[config.mk]
export PLATFORM = sky130hd
export DESIGN_NAME = reg_bank_ab_flat
export DESIGN_NICKNAME = d
export VERILOG_FILES = /design/src/rtl/reg_bank_ab_pkg.sv /design/src/rtl/reg_bank_ab_if.sv /design/src/rtl/reg_bank_ab_ab_latch.sv /design/src/rtl/reg_bank_ab.sv /design/src/flat_wrapper.sv
export SDC_FILE = /design/constraint.sdc
export NUM_CORES = 2
export LEC_CHECK = 0
export CORE_UTILIZATION = 35
export CTS_BUF_LIST = sky130_fd_sc_hd__clkbuf_8
export DETAILED_ROUTE_END_ITERATION = 10
export SLEW_MARGIN = 10
export SYNTH_ARGS = -nofsm -noshare
export SYNTH_HDL_FRONTEND = slang
export SYNTH_SLANG_ARGS = --single-unit
[constraint.sdc]
create_clock -name clk -period 6.6 [get_ports clk]
set_input_delay 1.98 -clock clk [delete_from_list [all_inputs] [get_ports clk]]
set_output_delay 1.98 -clock clk [all_outputs]
set_load 0.03 [all_outputs]
[src/rtl/reg_bank_ab_pkg.sv]
// Shared constants for the register bank and the register-destination select mux.
package reg_bank_ab_pkg;

    localparam int unsigned DW    = 32;
    localparam int unsigned AW    = 5;
    localparam int unsigned NREGS = 32;

    localparam logic [AW-1:0] REG_ZERO = 5'd0;
    localparam logic [AW-1:0] REG_SP   = 5'd29;
    localparam logic [AW-1:0] REG_RA   = 5'd31;

    localparam logic [DW-1:0] SP_RESET = 32'd227;

endpackage

[src/rtl/reg_bank_ab_if.sv]
// Register bank port bundle: write port, two read ports, A/B latch control and outputs.
interface reg_bank_ab_if;
    import reg_bank_ab_pkg::*;

    logic          reg_write;
    logic [AW-1:0] write_reg;
    logic [DW-1:0] write_data;
    logic [AW-1:0] read_reg1;
    logic [AW-1:0] read_reg2;
    logic          load_ab;
    logic [DW-1:0] read_data1;
    logic [DW-1:0] read_data2;
    logic [DW-1:0] a_out;
    logic [DW-1:0] b_out;
    logic [AW-1:0] last_wr_reg;

    modport master (
        output reg_write, write_reg, write_data, read_reg1, read_reg2, load_ab,
        input  read_data1, read_data2, a_out, b_out, last_wr_reg
    );

    modport slave (
        input  reg_write, write_reg, write_data, read_reg1, read_reg2, load_ab,
        output read_data1, read_data2, a_out, b_out, last_wr_reg
    );

endinterface

[src/rtl/reg_bank_ab_ab_latch.sv]
// Operand latch: DW-bit register with synchronous active-low reset and load enable.
module ab_latch
    import reg_bank_ab_pkg::*;
(
    input  logic          clk,
    input  logic          reset_n,
    input  logic          load,
    input  logic [DW-1:0] d,
    output logic [DW-1:0] q
);

    always_ff @(posedge clk) begin
        if (!reset_n) begin
            q <= '0;
        end else if (load) begin
            q <= d;
        end
    end

endmodule

[src/rtl/reg_bank_ab.sv]
// 32x32 MIPS register bank with built-in A/B operand latches.
// Define REG_BANK_BYPASS_EN to forward same-cycle write data onto the read ports.
module reg_bank_ab #(
    parameter logic [31:0] SP_RESET = reg_bank_ab_pkg::SP_RESET
) (
    input  logic         clk,
    input  logic         reset_n,
    reg_bank_ab_if.slave bus
);
    import reg_bank_ab_pkg::*;

    logic [DW-1:0] regs [NREGS];
    logic [AW-1:0] last_wr_reg_q;
    logic          wr_en_c;
    logic [DW-1:0] rd1_c;
    logic [DW-1:0] rd2_c;

    // Reg 0 is hard-wired: writes to it are dropped entirely.
    assign wr_en_c = bus.reg_write && (bus.write_reg != REG_ZERO);

    always_ff @(posedge clk) begin
        if (!reset_n) begin
            for (int unsigned i = 0; i < NREGS; i++) begin
                regs[AW'(i)] <= (AW'(i) == REG_SP) ? SP_RESET : '0;
            end
            last_wr_reg_q <= '0;
        end else if (wr_en_c) begin
            regs[bus.write_reg] <= bus.write_data;
            last_wr_reg_q       <= bus.write_reg;
        end
    end

    // Zero-latency read ports.
    always_comb begin
        rd1_c = (bus.read_reg1 == REG_ZERO) ? '0 : regs[bus.read_reg1];
        rd2_c = (bus.read_reg2 == REG_ZERO) ? '0 : regs[bus.read_reg2];
`ifdef REG_BANK_BYPASS_EN
        if (wr_en_c && (bus.write_reg == bus.read_reg1)) rd1_c = bus.write_data;
        if (wr_en_c && (bus.write_reg == bus.read_reg2)) rd2_c = bus.write_data;
`endif
    end

    assign bus.read_data1  = rd1_c;
    assign bus.read_data2  = rd2_c;
    assign bus.last_wr_reg = last_wr_reg_q;

    ab_latch u_a_latch (
        .clk     (clk),
        .reset_n (reset_n),
        .load    (bus.load_ab),
        .d       (rd1_c),
        .q       (bus.a_out)
    );

    ab_latch u_b_latch (
        .clk     (clk),
        .reset_n (reset_n),
        .load    (bus.load_ab),
        .d       (rd2_c),
        .q       (bus.b_out)
    );

endmodule
[src/flat_wrapper.sv]
// flat-port wrapper written by rule: the top's interface ports become plain ports
module reg_bank_ab_flat import reg_bank_ab_pkg::*;
#(
    parameter logic [31:0] SP_RESET = reg_bank_ab_pkg::SP_RESET
)
  (clk, reset_n, bus_reg_write, bus_write_reg, bus_write_data, bus_read_reg1, bus_read_reg2, bus_load_ab, bus_read_data1, bus_read_data2, bus_a_out, bus_b_out, bus_last_wr_reg);
  reg_bank_ab_if bus_i ();
  input  logic clk;
  input  logic reset_n;
  input wire logic [$bits(bus_i.reg_write)-1:0] bus_reg_write;
  input wire logic [$bits(bus_i.write_reg)-1:0] bus_write_reg;
  input wire logic [$bits(bus_i.write_data)-1:0] bus_write_data;
  input wire logic [$bits(bus_i.read_reg1)-1:0] bus_read_reg1;
  input wire logic [$bits(bus_i.read_reg2)-1:0] bus_read_reg2;
  input wire logic [$bits(bus_i.load_ab)-1:0] bus_load_ab;
  output wire logic [$bits(bus_i.read_data1)-1:0] bus_read_data1;
  output wire logic [$bits(bus_i.read_data2)-1:0] bus_read_data2;
  output wire logic [$bits(bus_i.a_out)-1:0] bus_a_out;
  output wire logic [$bits(bus_i.b_out)-1:0] bus_b_out;
  output wire logic [$bits(bus_i.last_wr_reg)-1:0] bus_last_wr_reg;
  assign bus_i.reg_write = bus_reg_write;
  assign bus_i.write_reg = bus_write_reg;
  assign bus_i.write_data = bus_write_data;
  assign bus_i.read_reg1 = bus_read_reg1;
  assign bus_i.read_reg2 = bus_read_reg2;
  assign bus_i.load_ab = bus_load_ab;
  assign bus_read_data1 = bus_i.read_data1;
  assign bus_read_data2 = bus_i.read_data2;
  assign bus_a_out = bus_i.a_out;
  assign bus_b_out = bus_i.b_out;
  assign bus_last_wr_reg = bus_i.last_wr_reg;
  reg_bank_ab #(.SP_RESET(SP_RESET)) u_core (.clk(clk), .reset_n(reset_n), .bus(bus_i));
endmodule
==> impl_metrics.ini <==
[setup_path]
startpoint_class_of_the_critical_path = input pin
crit_path_max_fanout = 10
worst-endpoint-required_ns = 4.62
rrSetupSlack_ns = 4.49
timing_worst_setup_path_type = input pin to output pin
worst_ep_arrival_time_ns = 4.68
worst_setup_path_end_kind = output pin

[floorplan]
die_area_um2 = 167000
io-pin-count = 184
placeableCoreArea_um2 = 163000
die_x_um = 408
die_height_um = 408
rows = 148
start_util_pct = 35.4

[sta]
timing.final.ws_setup_ns = -0.0560
finalHoldViolCount = 0
max_slew_margin_pct = 4.01
timing.final.crit_share_pct = 101
finalSetupViolCount = 2
final_critical_delay_including_setup_and_external_delays_ns = 6.66
tightestPinTransition_ns = 1.43
slew_viol_final = 0
timing.clock.skew_ns = 0.0339
timing.fmax_mhz = 150
setup_repair_after_global_routing_missed_its_margin = no

[clocking]
postcts_setup_bufs = 0
clk_pin_slew_worst_paths_ns = 0.05
cts.path.max_buffers = 3
clock_insertion_delay_worst_skew_ns = 0.93
tritoncts_buffer_count = 193
tritoncts = done
tritoncts_num_sinks = 1093
htree_num_levels = 4
cts_root_buf = clkbuf_8

[power_and_ir_drop]
switching_share_pct = 28.3
share_comb_of_total_power_pct = 15.7
internal-power_mw = 12.1
clockPowerShare_pct = 35.9
power_density_nw_per_um2 = 250
power_mw = 16.9
power_frac_seq_pct = 48.4
cellLeakagePower_nw = 24.9
net_sw_power_mw = 4.80
worst_ir_drop_vdd_mv = 0.195

[detailed_routing]
drt_wl_total_um = 224000
detailroute.via_count = 40500
postRouteAntennaNets = 0
drtIter0Drc = 5545
wl_per_cell_um = 33.1
drt-pass1-iter-count = 6
post-route-drc-count = 0
vias_per_cell = 6.00

[yosys]
yosys.area.top_type_share_pct = 53.2
synth_compound_area_share_pct = 8.25
synth_most_common_cell = edfxtp_1
postSynth.asyncResetShare_pct = 0
post_synthesis_share_of_cell_area_spent_on_and_or_nand_and_nor_gates_pct = 13.4
synth_enable_flop_cells = 1024
most_area_hungry_cell_type_in_the_yosys_netlist = edfxtp_1
synth.cell_area_um2 = 57800
yosys-top-cells-count = edfxtp_1 (1024), and2_1 (998), mux2i_1 (531), clkbuf_1 (294), mux4_2 (248)
ys.warnings.count = 0
synth-main-ff-cell = edfxtp_1
synth.area.top_cells = edfxtp_1 (53%), and2_1 (11%), mux4_2 (9.7%)
synth_cell_type_count = 53
seq_area_frac_synth_pct = 55.6
synth_top_family_by_area = multiplexers
synthXorXnorAreaFrac_pct = 0
syn_inst = 4207
synth_adder_area_share_pct = 0
yosys-mux-area-fraction_pct = 18.9
avgSynthCellArea_um2 = 13.7
synthesis_stage_register_bit_count = 1093

[worst_hold_path]
hold_class = register to register

[grt]
antenna_violations_before_repair = 27
pin_count_of_the_biggest_net_entering_global_routing = 58
grt_pass1_vias = 39700
globalRoute.totalOverflow = 0
grt_usage_pct = 26.3
grt_pass1_wl_um = 309000

[finish]
layout.filler_cells = 15000
biggestRegsByFlops = u_core.regs (1024), u_core.u_a_latch.q (32), u_core.u_b_latch.q (32)
largest_register_ff_count = 1024
final_layout_size_suffix_gt1_share_pct = 20.5
finish.net_count = 4468
largest-register = u_core.regs
flow.area_growth_from_synthesis_pct = 17.1

[placed_design]
post-place-ws_ns = 0.0645
routability_congestion_estimate_from_global_placement = 0.880
dp_hpwl_um = 136000
io_buffer_count = 183

[outcome]
violations = setup timing
result_of_the_run = finished with violations

[job]
cap_violations = 0
## through the flow
| step | TNS [ns] | hold slack (ns) | instance area, um^2 | std cells | util (%) |
|---|---|---|---|---|---|
| 6_report | -0.0639 | 0.448 | 67600 | 6753 | 41.4 |
| 5_1_grt | 0 | 0.468 | 67600 | 6751 | 41.4 |
| 4_1_cts | 0 | 0.452 | 67600 | 6746 | 41.4 |
| 3_5_place_dp | 0 | 0.443 | 64000 | 6397 | 39.2 |
| 3_3_place_gp | 0 | 0.437 | 64000 | 6397 | 39.2 |
| 2_1_floorplan | 0 | 0.577 | 57900 | 4238 | - |
## layout by cell type (no fill, tap or decap), drive strengths merged, types with 39 or more instances in the layout
cell,count
o21ai,51
nand2,94
and2,998
nor3,39
inv,71
clkdlybuf4s50,111
a22oi,89
a21oi,57
edfxtp,1024
mux4,248
buf,313
a22o,103
nor2,69
nand2b,48
dfxtp,69
clkinv,58
o221ai,60
mux2i,531
a221oi,71
clkbuf,215
## cell type report
type | count | area (um^2) | area share, %
Sequential cell | 1093 | 32100 | 47.5
Multi-Input combinational cell | 2702 | 24100 | 35.6
Timing Repair Buffer | 425 | 5050 | 7.46
Clock buffer | 215 | 2960 | 4.38
Tap cell | 2175 | 2720 | 4.02
Clock inverter | 134 | 658 | 0.973
Antenna cell | 7 | 17.5 | 0.0259
Inverter | 2 | 7.51 | 0.0111
## power groups by stage
stage                     clock network, mW  registers, mW  logic [mW]
after floorplan                           0           8.33        1.37
after global placement                    0           8.30        2.62
after detailed placement                  0           8.32        2.62
after CTS                              6.14           8.18        2.63
after global routing                   6.42           8.23        2.74
final                                  6.08           8.19        2.66
## final timing paths
kind	cells past startpoint	start	endpoint
worst max-delay path	6	bus_read_reg1[3]	bus_read_data1[19]
worst min-delay path	2	u_core.u_b_latch.q[21]$_SDFFE_PN0P_	u_core.u_b_latch.q[21]$_SDFFE_PN0P_
worst max register to register	5	u_core.regs[27][20]$_SDFFCE_PN0P_	u_core.u_b_latch.q[20]$_SDFFE_PN0P_
worst min register to register	2	u_core.u_b_latch.q[21]$_SDFFE_PN0P_	u_core.u_b_latch.q[21]$_SDFFE_PN0P_
## routing by layer
metal | vias to the layer above | share of wire [%] | global-route usage [%]
met5 | - | 0.031 | 0
met1 | 20800 | 40 | 35.5
li1 | 16400 | - | -
met3 | 515 | 12 | 7.77
met4 | 10 | 4.2 | 10.5
met2 | 2753 | 44 | 39.4
## cells by family (layout without fill, tap and decap cells)
kind of cell	Yosys count	in the layout
mux	779	779
simple gates	1305	1305
buf+inv	443	776
other cells	1	39
flops	1093	1093
compound gates	586	586
## worst max-delay path: stages
cell and delay, ns:
clkdlybuf4s50_1 0.75, buf_4 0.24, nor2_4 0.12, and3_1 0.22, nor3_1 1.14, buf_12 0.21
## what timing repair did
action | CTS | global route
gates resized for setup | 0 | 2
hold buffers | 0 | 0
setup endpoints to repair | 0 | 4
Note: power is estimated with default switching activity, not from simulation.
